**config.mk**
```make
export PLATFORM = sky130hd
export DESIGN_NAME = wta_pwm_multi
export DESIGN_NICKNAME = d
export VERILOG_FILES = /design/src/rtl/wta_pwm_multi.sv
export SDC_FILE = /design/constraint.sdc
export NUM_CORES = 1
export LEC_CHECK = 0
export BUFFER_PORTS_ARGS = -buffer_cell sky130_fd_sc_hd__buf_2
export CAP_MARGIN = 25
export CORE_MARGIN = 5
export CORE_UTILIZATION = 54
export CTS_CLUSTER_DIAMETER = 100
export DETAILED_ROUTE_END_ITERATION = 12
export GPL_TIMING_DRIVEN = 0
export MAX_ROUTING_LAYER = met4
export PLACE_DENSITY_LB_ADDON = 0.12
export SLEW_MARGIN = 0
export SYNTH_ARGS = -nofsm -noshare
export SYNTH_HDL_FRONTEND = slang
export SYNTH_SLANG_ARGS = --single-unit
```
**constraint.sdc**
```tcl
create_clock -name clk -period 6.15 [get_ports clk]
set_input_delay 0.3075 -clock clk [delete_from_list [all_inputs] [get_ports clk]]
set_output_delay 0.3075 -clock clk [all_outputs]
set_load 0.02 [all_outputs]
```
**src/rtl/wta_pwm_multi.sv**
```systemverilog
// N-channel winner-take-all PWM generator: shared prescaler and period counter,
// shadow-buffered duty updates applied at period boundaries, hysteretic winner selection.
module wta_pwm_multi #(
  parameter int N_CH  = 4,
  parameter int W     = 8,
  parameter int PRE_W = 8,
  parameter int HYST  = 4
) (
  input  logic                      clk,
  input  logic                      rst,
  input  logic                      en,
  input  logic [PRE_W-1:0]          prescale,
  input  logic                      mode,
  input  logic [N_CH*W-1:0]         duty_in,
  input  logic                      duty_valid,
  output logic                      duty_ready,
  output logic [N_CH-1:0]           pwm_out,
  output logic [$clog2(N_CH)-1:0]   winner_idx,
  output logic                      winner_valid,
  output logic                      period_tick
);

  localparam int IDX_W = $clog2(N_CH);

  logic [PRE_W-1:0] pre_cnt;
  logic [W-1:0]     cnt;
  logic [W-1:0]     active [N_CH];
  logic [W-1:0]     shadow [N_CH];
  logic             pending;
  logic             mode_l;

  logic             tick;
  logic             boundary;
  logic             accept;
  logic             apply;

  logic [IDX_W-1:0] max_idx;
  logic [W-1:0]     max_val;
  logic [W-1:0]     cur_val;
  logic [W:0]       thr;
  logic [IDX_W-1:0] next_idx;
  logic [W-1:0]     next_val;
  logic             next_valid;
  logic [N_CH-1:0]  pwm_next;

  // Handshake: a transfer happens on any cycle with duty_valid & duty_ready.
  // duty_ready stays low from the accept until the shadow set has been applied,
  // and is low throughout reset; duty_in/mode must be stable while valid is high.
  assign duty_ready = ~pending & ~rst;
  assign accept     = duty_valid & duty_ready;

  // Wrapping through all-ones guarantees a tick even if prescale drops below pre_cnt.
  assign tick     = en & ((pre_cnt == prescale) | (pre_cnt == '1));
  assign boundary = tick & (cnt == '1);
  assign apply    = pending & (boundary | ~en);

  // Winner evaluation always looks at the values about to become active (shadow).
  always_comb begin
    max_idx = '0;
    max_val = shadow[0];
    for (int i = 1; i < N_CH; i++) begin
      if (shadow[i] > max_val) begin
        max_val = shadow[i];
        max_idx = IDX_W'(i);
      end
    end

    cur_val = '0;
    for (int i = 0; i < N_CH; i++) begin
      if (winner_idx == IDX_W'(i)) cur_val = shadow[i];
    end
    thr = {1'b0, cur_val} + (W+1)'(HYST);

    if (!winner_valid || mode) begin
      next_idx = max_idx;
    end else if ({1'b0, max_val} > thr) begin
      next_idx = max_idx;
    end else begin
      next_idx = winner_idx;
    end

    next_val = '0;
    for (int i = 0; i < N_CH; i++) begin
      if (next_idx == IDX_W'(i)) next_val = shadow[i];
    end
    next_valid = (next_val != '0);
  end

  always_comb begin
    pwm_next = '0;
    for (int i = 0; i < N_CH; i++) begin
      pwm_next[i] = en & (cnt < active[i]) &
                    (mode_l | (winner_valid & (winner_idx == IDX_W'(i))));
    end
  end

  always_ff @(posedge clk) begin
    if (rst) begin
      pre_cnt      <= '0;
      cnt          <= '0;
      pending      <= 1'b0;
      mode_l       <= 1'b0;
      winner_idx   <= '0;
      winner_valid <= 1'b0;
      period_tick  <= 1'b0;
      pwm_out      <= '0;
      for (int i = 0; i < N_CH; i++) begin
        active[i] <= '0;
        shadow[i] <= '0;
      end
    end else begin
      if (en) begin
        pre_cnt <= tick ? '0 : pre_cnt + PRE_W'(1);
        if (tick) cnt <= cnt + W'(1);
      end
      period_tick <= boundary;
      pwm_out     <= pwm_next;

      if (accept) begin
        for (int i = 0; i < N_CH; i++) shadow[i] <= duty_in[i*W +: W];
        pending <= 1'b1;
      end else if (apply) begin
        for (int i = 0; i < N_CH; i++) active[i] <= shadow[i];
        mode_l       <= mode;
        winner_idx   <= next_idx;
        winner_valid <= next_valid;
        pending      <= 1'b0;
      end
    end
  end

endmodule

```
# --- Word level (Yosys, flattened, before mapping) ---
# Memories as Yosys holds them, arrays and structs flattened.
# Cells that the tools add are included.
totals:
  ff_bits: 26
  latch_bits: 0
  ramBits: 64
  rom_bits: 0
  input_bits: 45
  output_inout_bits: 9
  n_memories: 2
mem_list:
  columns: ["memory", "words", "width", "rd", "rd_ports_with_merged_regs", "wr", "line", "source"]
  rows:
  - ["active", 4, 8, 4, 0, 4, "27", "logic [W-1:0] active [N_CH];"]
  - ["shadow", 4, 8, 4, 0, 4, "28", "logic [W-1:0] shadow [N_CH];"]
classes:
  n_addsub: 3
  multipliers: 0
  div_mod_pow: 0
  order_cmp: 8
  eq_ne: 9
  n_shift: 0
  muxes: 36
  n_bitwise: 35
  n_reduce_logical: 8
ops:
  columns: ["cell", "count"]
  rows:
  - ["8-bit two-way mux", 20]
  - ["8-bit less-than comparator", 4]
  - ["8-bit > comparator", 3]
  - ["1-bit AND", 17]
  - ["8-bit by 1-bit adder with 8-bit output, second input constant", 2]
  - ["8-bit == test, second input constant", 2]
  - ["1-bit bitwise OR", 14]
  - ["1-bit two-way mux", 12]
  - ["8-bit by 3-bit adder with 9-bit output, second input constant", 1]
  - ["8-bit by 9-bit > comparator with 1-bit output", 1]
  - ["2-bit == test, second input constant", 4]
  - ["8-bit == test", 1]
  - ["2-bit two-way mux", 4]
  - ["8-bit nonzero test", 1]
  - ["2-bit by 1-bit == test with 1-bit output, second input constant", 2]
  - ["2-bit logical NOT", 2]
  - ["1-bit inverter", 4]
  - ["2-bit AND reduction", 2]
  - ["2-bit nonzero test", 1]
  - ["1-bit logical NOT", 1]
  - ["1-bit logical OR", 1]

# --- Depth between registers and ports, before layout ---
# Gate-level depths: netlist of run 1.
# An unclocked memory read counts as a cell.
depth:
  word_depth: 16
  mapped_depth: 34
  depth_no_buf: 30

# --- Least setup slack after synthesis of run 1 ---
# No wires, ideal clock.
synth_timing:
  path_type: "register -> register"
  from: "memory shadow[0][1]"
  to: "register winner_valid"
  setup_ns: 0.132
  arrival_time_ns: 6.487
  slack_ns: -0.469
  path_stages_with_launch: 32
  path_buffers: 4
  cell_sequence: "edfxtp_1 > inv_1 > ha_1 > nor2b_1 > o211ai_1 > a21oi_1 > o31ai_4 > mux2i_1 > ha_1 > a211oi_1 > nor2_1 > nor4bb_1 > or2_1 > clkbuf_1 > clkbuf_1 > nand2_1 > o21ai_1 > ha_1 > and4_1 > a21boi_1 > o31ai_1 > clkbuf_1 > mux2i_1 > ha_1 > nor2b_1 > o2111ai_1 > and4_1 > o311a_1 > buf_6 > mux2_4 > o2111ai_1 > o311ai_1"
synth_rtl:
  columns: ["element", "line", "source"]
  rows:
  - ["start, declared", "28", null]
  - ["end signal, assigned", "126", "winner_valid <= next_valid;"]
  - ["end, declared", "19", "output logic winner_valid,"]

==> impl_results.md, run 1 <==
- Status: complete, but fails checks
- Failing checks: negative setup slack
- Mapped Nets: 642
- Final period util: 104%
- Io pins: 54
- # hold bufs at CTS: 0
- Synth Register Bits: 90
- Worst setup margin: -0.276 ns
- Critical R2R Capture: winner_valid
- TritonCTS Buffers: 9
- Top cell type's share of synthesized area: 34.2%
- Chip width: 112 µm
- Most common flop cell mapped by yosys: edfxtp_1
- Setup crit start: shadow[0][7]
- Sequential element share of the synthesized area: 43.4%
- Slowest cell delay on critical path: 0.46 ns
- Register area: 0.00244 mm²
- Routed WL: 13.5 mm
- Clk sinks: 90
- Final setup violation count: 3
- CTS tree: yes
- Synth warn: 0
- Setup crit end kind: register
- Fin. Hold Viols: 0
- N_diodes: 0
- Async S/R FF share, synth: 0%
- Drt pass-1 iters: 5
- Area grow syn2layout: 25.2%
- Req. time, crit path: 6.38 ns
- RSZ-0062 raised after global routing: true
- Root Driver: clkbuf_8
- Synth area leader: edfxtp_1
- Max rail drop VDD: 0.000138 V
- Mean Syn Cell Area: 10.5 µm²
- Post-synth EDFFs: 64
- Latest clock arrival within the worst-skew pair: 0.35 ns
- I/O Buffers: 51
- Synth area leaders: edfxtp_1 (34%), ha_1 (14%), dfxtp_1 (9.3%), and3_1 (3.9%), inv_1 (3.5%)
- Post-route ant nets: 0
- Hold Path Sink: mode_l
- First-pass GRT wire length: 21.9 mm
- Reg2Reg Setup Slack: -0.28 ns
- Total leakage power: 3.24 nW
- Critical path's top delay family: compound AO/OA/AOI/OAI gates
- Design Area, Final: 0.00704 mm²
- Vias in the first global route: 4372
- Initial core utilization: 55.0%
- Crit path max fanout: 7
- Layout fillers: 762
- Hold Path Cell Cnt: 3
- Distinct cells, synth: 52
- Routed vias: 4379
- Slew Viols, Final: 0
- Cell Rows: 37
- Mapped Cells: 534
- Die area: 0.0126 mm²
- Setup Skew: 0.0120 ns
- CTS HTree Levels: 3
- Post-Syn Area: 0.00562 mm²
- PwrDens: 272 mW/mm²
- DP Area: 0.00615 mm²
- Routed wire per std cell: 17.4 µm
- Worst-margin pin slew: 0.597 ns
- Most frequent CP cell: ha_1
- Min-Delay Path Class: input pin to register
- Slew margin rel.: 59.2%
- Critical Path Start Type: register
- DP HPWL: 9.78 mm
- Antenna violations before repair: 0
- CP Class: register to register
- Max stage delay cell, worst path: edfxtp_1
- Worst path bufs/invs: 6
- Fmax: 0.156 GHz
- CP arrival: 6.65 ns
- Min Tclk post-route: 6.43 ns
- Nets: 744
- Max-Cap Viols: 0
- Layout cells sized above 1: 27.0%
- RD Place Congestion: 0.929
- Worst hold start: mode
- DP Worst Slack: -1.00 ns
- Die Ht: 112 µm
- Area taken by multi-input logic gates: 0.00327 mm²
- CTS clock-pin slew for the worst setup and hold paths: 0.09 ns
- Worst reg2reg startpoint: shadow[0][7]
- Worst-case reg-to-reg path depth: 31
- Vias/cell: 5.64
- GRT Total Usage: 22.4%
- Iter 0 DRT Violations: 354
- Gr ovfl total: 0
- Clk buf depth: 2
- Core Box Area: 0.0102 mm²
- Largest net degree at the start of global routing: 26
- Fin util: 68.8%
- # DRC: 0
final cells by class:
cell class,count,share of cell area [%]
buffer,20,1.85
inverter,53,2.83
tap,136,2.42
timing repair buffer,91,9.17
clock buffer,12,1.92
sequential,90,34.7
clock inverter,4,0.711
multi-input combinational,371,46.4
cell families (layout without fill, tap and decap cells):
group                    Yosys count  after routing  synth area share (%)
adder cells (fa/ha/maj)           63             63                  14.0
AO/OA/AOI/OAI                     78             78                  9.81
buffers and inverters             73            180                  5.09
multiplexers                      28             28                  7.16
AND/OR/NAND/NOR                  176            176                  16.4
flip-flops                        90             90                  43.4
XOR/XNOR                          26             26                  4.05
cell usage in the layout, fill, tap and decap left out, drive strengths merged, types with 3 or more instances in the layout:
master / n
inv: 55
clkbuf: 27
a2111oi: 4
mux4: 8
mux2i: 17
nor3: 3
nand2b: 7
dfxtp: 26
nand4: 11
and2: 17
a211oi: 3
nor2b: 4
a21oi: 10
edfxtp: 64
buf: 96
and4: 3
o31ai: 5
and3: 35
mux2: 3
a21o: 25
a31oi: 4
xnor2: 7
o21ai: 14
ha: 63
nand3: 9
nor2: 53
xor2: 19
nand2: 20
nor4: 11
through the flow:
stage	power (mW)	cells	hold WS (ns)	TNS [ns]
2_1_floorplan	1.10	534	0.455	-0.0857
3_3_place_gp	1.22	721	0.496	-2.10
3_5_place_dp	1.24	723	0.510	-2.54
4_1_cts	1.80	767	0.214	-0.228
5_1_grt	2.02	777	0.230	-1.30
6_report	1.91	777	0.223	-0.493
tightest hold or removal path, cell delays in order:
cell and delay (ns):
buf_2 0.11, nand3_1 0.06, a21oi_1 0.05
worst max path at each step:
stage / end / slack (ns) / cells past startpoint
after floorplan: winner_valid / -0.09 / 31
final: winner_valid / -0.28 / 31
after global placement: winner_valid / -0.87 / 31
after global routing: winner_valid / -0.56 / 33
after detailed placement: winner_valid / -1.00 / 31
after CTS: winner_valid / -0.16 / 32
cell usage after synthesis, types with 15 or more instances:
cell,count
clkbuf_1,15
nand2_1,19
ha_1,63
and2_1,17
nor2_1,52
a21o_1,25
xor2_1,19
mux2i_1,17
edfxtp_1,64
inv_1,52
and3_1,35
dfxtp_1,26
report_power, final:
group / internal (mW) / leakage (nW) / total, mW / switching, mW
sequential: 0.686 / 0.884 / 0.726 / 0.0402
clock: 0.190 / 0.0953 / 0.397 / 0.207
combinational: 0.417 / 2.26 / 0.790 / 0.373
total: 1.29 / 3.24 / 1.91 / 0.620
flip-flops by register name (all words and copies together), names as in the netlist:
| signal | flops |
|---|---|
| pending | 1 |
| winner_valid | 1 |
| mode_l | 1 |
| shadow | 32 |
| period_tick | 1 |
| cnt | 8 |
| winner_idx | 2 |
| active | 32 |
| pwm_out | 4 |
| pre_cnt | 8 |
what timing repair did:
item | 4_1_cts | 5_1_grt
pin swaps | 21 | 9
setup buffers | 26 | 10
endpoints found under the setup margin | 3 | 3
gates resized for setup | 41 | 27
gates cloned | 2 | 0
layer usage:
| metal | global-route usage (%) | up-vias | part of all wire, % |
|---|---|---|---|
| met5 | - | - | 0 |
| met4 | 8.89 | 0 | 3.7 |
| met3 | 2.80 | 48 | 5.2 |
| met2 | 36.7 | 149 | 48 |
| met1 | 28.5 | 2043 | 43 |
| li1 | - | 2139 | - |
Note: power is estimated with default switching activity, not from simulation.
==> run 2, diff against run 1 <==
Settings changed: PLACE_DENSITY from default to 0.77, PLACE_DENSITY_LB_ADDON 0.12 to default, SKIP_LAST_GASP from default to 1.
==> run 2 against run 1 <==
Against the previous run: the run still ends with negative setup slack left; critical endpoint unchanged; first-iteration DRC count up 39%; clock skew is essentially flat; die area did not move; worst hold slack about the same; sequential power is essentially flat; worst setup slack worse by 0.20 ns.
==> impl_results.md, run 2 (same netlist as run 1, synthesis figures left out) <==
- PwrDens: 272 mW/mm²
- TritonCTS Buffers: 9
- Die Ht: 112 µm
- DP Worst Slack: -0.989 ns
- Clk buf depth: 2
- Slowest cell delay on critical path: 0.44 ns
- Fmax: 0.151 GHz
- Most common cell after layout, fill and taps aside: edfxtp_1
- First-pass GRT wire length: 22.0 mm
- RSZ-0062 raised after global routing: true
- Final std cells w/o fill: 781
- Routed vias: 4640
- Worst path bufs/invs: 6
- Worst-margin pin slew: 0.551 ns
- Iter 0 DRT Violations: 491
- Root Driver: clkbuf_8
- Post-route ant nets: 0
- Vias/cell: 5.94
- Hold_ws: 0.223 ns
- Routed WL: 14.7 mm
- Total leakage power: 3.26 nW
- CTS clock-pin slew for the worst setup and hold paths: 0.09 ns
- CP Class: register to register
- Final period util: 108%
- Max-Cap Viols: 0
- Dpl cells: 722
- Min Tclk post-route: 6.62 ns
- Io pins: 54
- Antenna violations before repair: 0
- DP HPWL: 9.89 mm
- Sequential share of power: 37.6%
- Initial core utilization: 55.0%
- N_diodes: 0
- Worst setup margin: -0.474 ns
- Sw Ratio: 33.4%
- Core Box Area: 0.0102 mm²
- Vias in the first global route: 4434
- Latest clock arrival within the worst-skew pair: 0.36 ns
- Req. time, crit path: 6.39 ns
- I/O Buffers: 51
- Slew Viols, Final: 0
- Cell Rows: 37
- CP arrival: 6.86 ns
- Area grow syn2layout: 26.1%
- CTS HTree Levels: 3
- GRT Total Usage: 22.5%
- Clk sinks: 90
- Nets: 748
- Pint: 1.28 mW
- Most frequent cells in the layout: edfxtp_1 (64), buf_2 (55), ha_1 (54)
- Drt pass-1 iters: 5
- Status: complete, but fails checks
- Power after layout: 1.93 mW
- Slew margin rel.: 62.3%
- RD Place Congestion: 0.909
- Min-Delay Path Class: input pin to register
- CTS tree: yes
- Failing checks: negative setup slack
- Fin. Hold Viols: 0
- # DRC: 0
- Routed wire per std cell: 18.9 µm
- Biggest regs: active: 32 flops, shadow: 32 flops
- Setup crit end kind: register
- Max stage delay cell, worst path: edfxtp_1
- Critical path's top delay family: compound AO/OA/AOI/OAI gates
- # hold bufs at CTS: 0
- Die area: 0.0126 mm²
- Gate power share: 41.8%
- Critical Path Start Type: register
- Gr ovfl total: 0
- Layout cells sized above 1: 28.7%
- Setup Skew: 0.0117 ns
- Chip width: 112 µm
- Largest net degree at the start of global routing: 33
- Final setup violation count: 3
- Max rail drop VDD: 0.000150 V
- Crit path max fanout: 7
- Switch Pwr: 0.645 mW
- Clock power frac: 20.5%
- Layout fillers: 708
## run 2: worst paths after layout
| path | end | cells past startpoint | slack, ns | start |
|---|---|---|---|---|
| max | winner_valid | 32 | -0.47 | shadow[0][6] |
| min | mode_l | 3 | 0.22 | mode |
| max reg2reg | winner_valid | 32 | -0.47 | shadow[0][6] |
| min reg2reg | mode_l | 2 | 0.52 | mode_l |
## run 2: stage by stage
step | instance area [µm²] | setup TNS [ns] | utilization (%)
after global routing | 7090 | -1.85 | 69.3
final | 7090 | -1.11 | 69.3
after detailed placement | 6120 | -2.48 | 59.9
after global placement | 6100 | -1.88 | 59.6
after floorplan | 5670 | -0.0857 | -
after CTS | 6810 | -0.286 | 66.5
## run 2: worst register-to-register path, delay by kind of cell (launching register included)
kind                       cells  cell delay (ns)
buffers and inverters          6             0.88
adders and majority gates      4             1.09
muxes                          3             0.81
AOI/OAI and AO/OA             13             2.33
and+or+nand+nor                6             0.97
DFF                            1             0.44
## run 2: cell type report
cell class              instances  area [µm²]  share of cell area, %
clock inverters                 6        56.3                  0.794
inverters                      53         199                   2.80
plain buffers                  19         115                   1.62
multi-input cells             371        3290                   46.4
clock buffers                  10         128                   1.80
well taps                     136         170                   2.40
repair buffers                 96         692                   9.75
flip-flops and latches         90        2440                   34.4
## run 2: routing by layer
| metal | track usage (%) | wire length [µm] | vias up | part of all wire [%] |
|---|---|---|---|---|
| met4 | 12.3 | 783 | 0 | 5.3 |
| li1 | - | - | 2149 | - |
| met2 | 35.3 | 6950 | 249 | 47 |
| met1 | 27.8 | 5890 | 2165 | 40 |
| met3 | 3.99 | 1120 | 77 | 7.6 |
| met5 | - | 0 | - | 0 |
## run 2: timing repair
action / CTS / global route
pin swaps: 31 / 32
endpoints found under the setup margin: 3 / 3
setup buffers: 29 / 11
hold endpoints to repair: 0 / 0
cloned: 3 / 0
resized for setup: 43 / 38
## run 2: power groups by stage
stage	clock network [mW]	registers, mW	logic (mW)
after floorplan	0	0.726	0.376
after global placement	0	0.737	0.475
after detailed placement	0	0.738	0.496
after CTS	0.398	0.721	0.663
after global routing	0.428	0.728	0.856
final	0.396	0.726	0.807
==> run 3, diff against run 2 <==
Settings changed: CTS_BUF_LIST from default to sky130_fd_sc_hd__clkbuf_16.
==> run 3 against run 2 <==
Against the previous run: final area increased by 0.23%; sequential cell count unchanged; first-iteration DRC count decreased by 14%; worst hold slack improved by 0.027 ns; utilization increased by 0.16 points; the run still ends with negative setup slack left; global-route usage about the same.
==> impl_results.md, run 3 (same netlist as run 1, synthesis figures left out) <==
- Fmax: 0.151 GHz
- Routed vias: 4514
- Routed WL: 14.1 mm
- Slew Viols, Final: 0
- Gate power share: 38.1%
- TritonCTS Buffers: 9
- Post-route ant nets: 0
- Area grow syn2layout: 26.4%
- CTS tree: yes
- CP arrival: 6.82 ns
- Most common cell after layout, fill and taps aside: edfxtp_1
- Highest metal used: met4
- Min-Delay Path Class: input pin to register
- # hold bufs at CTS: 0
- Biggest regs: active: 32 flops, shadow: 32 flops
- Core Box Area: 0.0102 mm²
- Cell Rows: 37
- RSZ-0062 raised after global routing: true
- Root Driver: clkbuf_16
- Area taken by multi-input logic gates: 0.00328 mm²
- Latest clock arrival within the worst-skew pair: 0.33 ns
- Most frequent CP cell: ha_4
- Fin util: 69.5%
- Iter 0 DRT Violations: 421
- Met3 wire length: 1.00 mm
- Power after layout: 2.04 mW
- Metal-1 WL: 5.69 mm
- Pint: 1.40 mW
- Layout cells sized above 1: 27.7%
- Io pins: 54
- Antenna violations before repair: 0
- Nets: 743
- DP Worst Slack: -0.989 ns
- Final std cells w/o fill: 776
- Vias/cell: 5.82
- RD Place Congestion: 0.909
- Register area: 0.00244 mm²
- PwrDens: 287 mW/mm²
- CP Class: register to register
- Met2 wire length: 6.74 mm
- N_diodes: 0
- Worst setup margin: -0.466 ns
- Setup crit end kind: register
- Gr ovfl total: 0
- Worst-margin pin slew: 0.549 ns
- CTS HTree Levels: 3
- Setup Skew: 0.00444 ns
- Die area: 0.0126 mm²
- Chip width: 112 µm
- Switch Pwr: 0.641 mW
- Clk sinks: 90
- Clock power frac: 26.2%
- Min Tclk post-route: 6.62 ns
- Total leakage power: 3.28 nW
- Most frequent cells in the layout: edfxtp_1 (64), ha_1 (57), buf_2 (55)
- Max-Cap Viols: 0
- Routed wire per std cell: 18.2 µm
- Req. time, crit path: 6.36 ns
- Status: complete, but fails checks
- Crit path max fanout: 7
- I/O Buffers: 51
- Sw Ratio: 31.4%
- DP HPWL: 9.89 mm
- CTS clock-pin slew for the worst setup and hold paths: 0.06 ns
- Design Area, Final: 0.00711 mm²
- Fin. Hold Viols: 0
- Initial core utilization: 55.0%
- Largest net degree at the start of global routing: 33
- Sequential share of power: 35.7%
- Hold_ws: 0.249 ns
- Slew margin rel.: 62.4%
- # DRC: 0
- TNS Setup: -0.963 ns
- Dpl cells: 722
- Critical Path Start Type: register
- GRT Total Usage: 22.5%
- Layout fillers: 704
- Slowest cell delay on critical path: 0.42 ns
- Final setup violation count: 3
- Drt pass-1 iters: 5
- Vias in the first global route: 4491
- First-pass GRT wire length: 22.0 mm
- Clk buf depth: 2
- DP Area: 0.00612 mm²
- Die Ht: 112 µm
- Final period util: 108%
- Failing checks: negative setup slack
- Max rail drop VDD: 0.000149 V
- Max stage delay cell, worst path: edfxtp_1
## run 3: cell types whose count changed in the layout (fill, tap and decap cells not counted), moves of 2 or more
cell       delta
buf_6         -3
clkbuf_16     +9
clkbuf_8      -9
ha_1          +3
ha_2          -2
nor2_1        +2
o21ai_0       +2
o21ai_1       -2
## run 3: layout make-up
cell class | instances | share of cell area (%)
Clock inverter | 7 | 0.845
Sequential cell | 90 | 34.3
Buffer | 19 | 1.62
Multi-Input combinational cell | 371 | 46.1
Tap cell | 136 | 2.39
Clock buffer | 9 | 3.17
Inverter | 53 | 2.80
Timing Repair Buffer | 91 | 8.76
## run 3: power groups by stage
stage / logic [mW] / clock network (mW) / registers [mW]
floorplan: 0.376 / 0 / 0.726
global placement: 0.475 / 0 / 0.737
detailed placement: 0.496 / 0 / 0.738
CTS: 0.653 / 0.539 / 0.724
global route: 0.839 / 0.570 / 0.729
finish: 0.777 / 0.535 / 0.727
## run 3: worst paths after layout
| kind | start | to | slack, ns | cells past startpoint |
|---|---|---|---|---|
| hold / removal | mode | mode_l | 0.25 | 3 |
| hold reg to reg | mode_l | mode_l | 0.51 | 2 |
| setup / recovery | shadow[0][1] | winner_valid | -0.47 | 32 |
| setup reg to reg | shadow[0][1] | winner_valid | -0.47 | 32 |
## run 3: repair_timing
item,4_1_cts,5_1_grt
setup endpoints to repair,3,3
gates cloned,3,0
gates resized for setup,37,35
pin swaps,27,29
buffers inserted,25,11
## run 3: layer usage
layer / global-route usage [%] / up-vias
li1: - / 2138
met2: 35.7 / 228
met5: - / -
met1: 27.3 / 2090
met4: 11.7 / 0
met3: 4.64 / 58
## run 3: worst max-delay path, delay by kind of cell, from the launching register on
family | cells | cell delay [ns]
fa+ha+maj | 4 | 0.96
mux | 3 | 0.82
flops | 1 | 0.42
simple gates | 5 | 0.63
compound gates | 15 | 2.85
buf+inv | 5 | 0.79
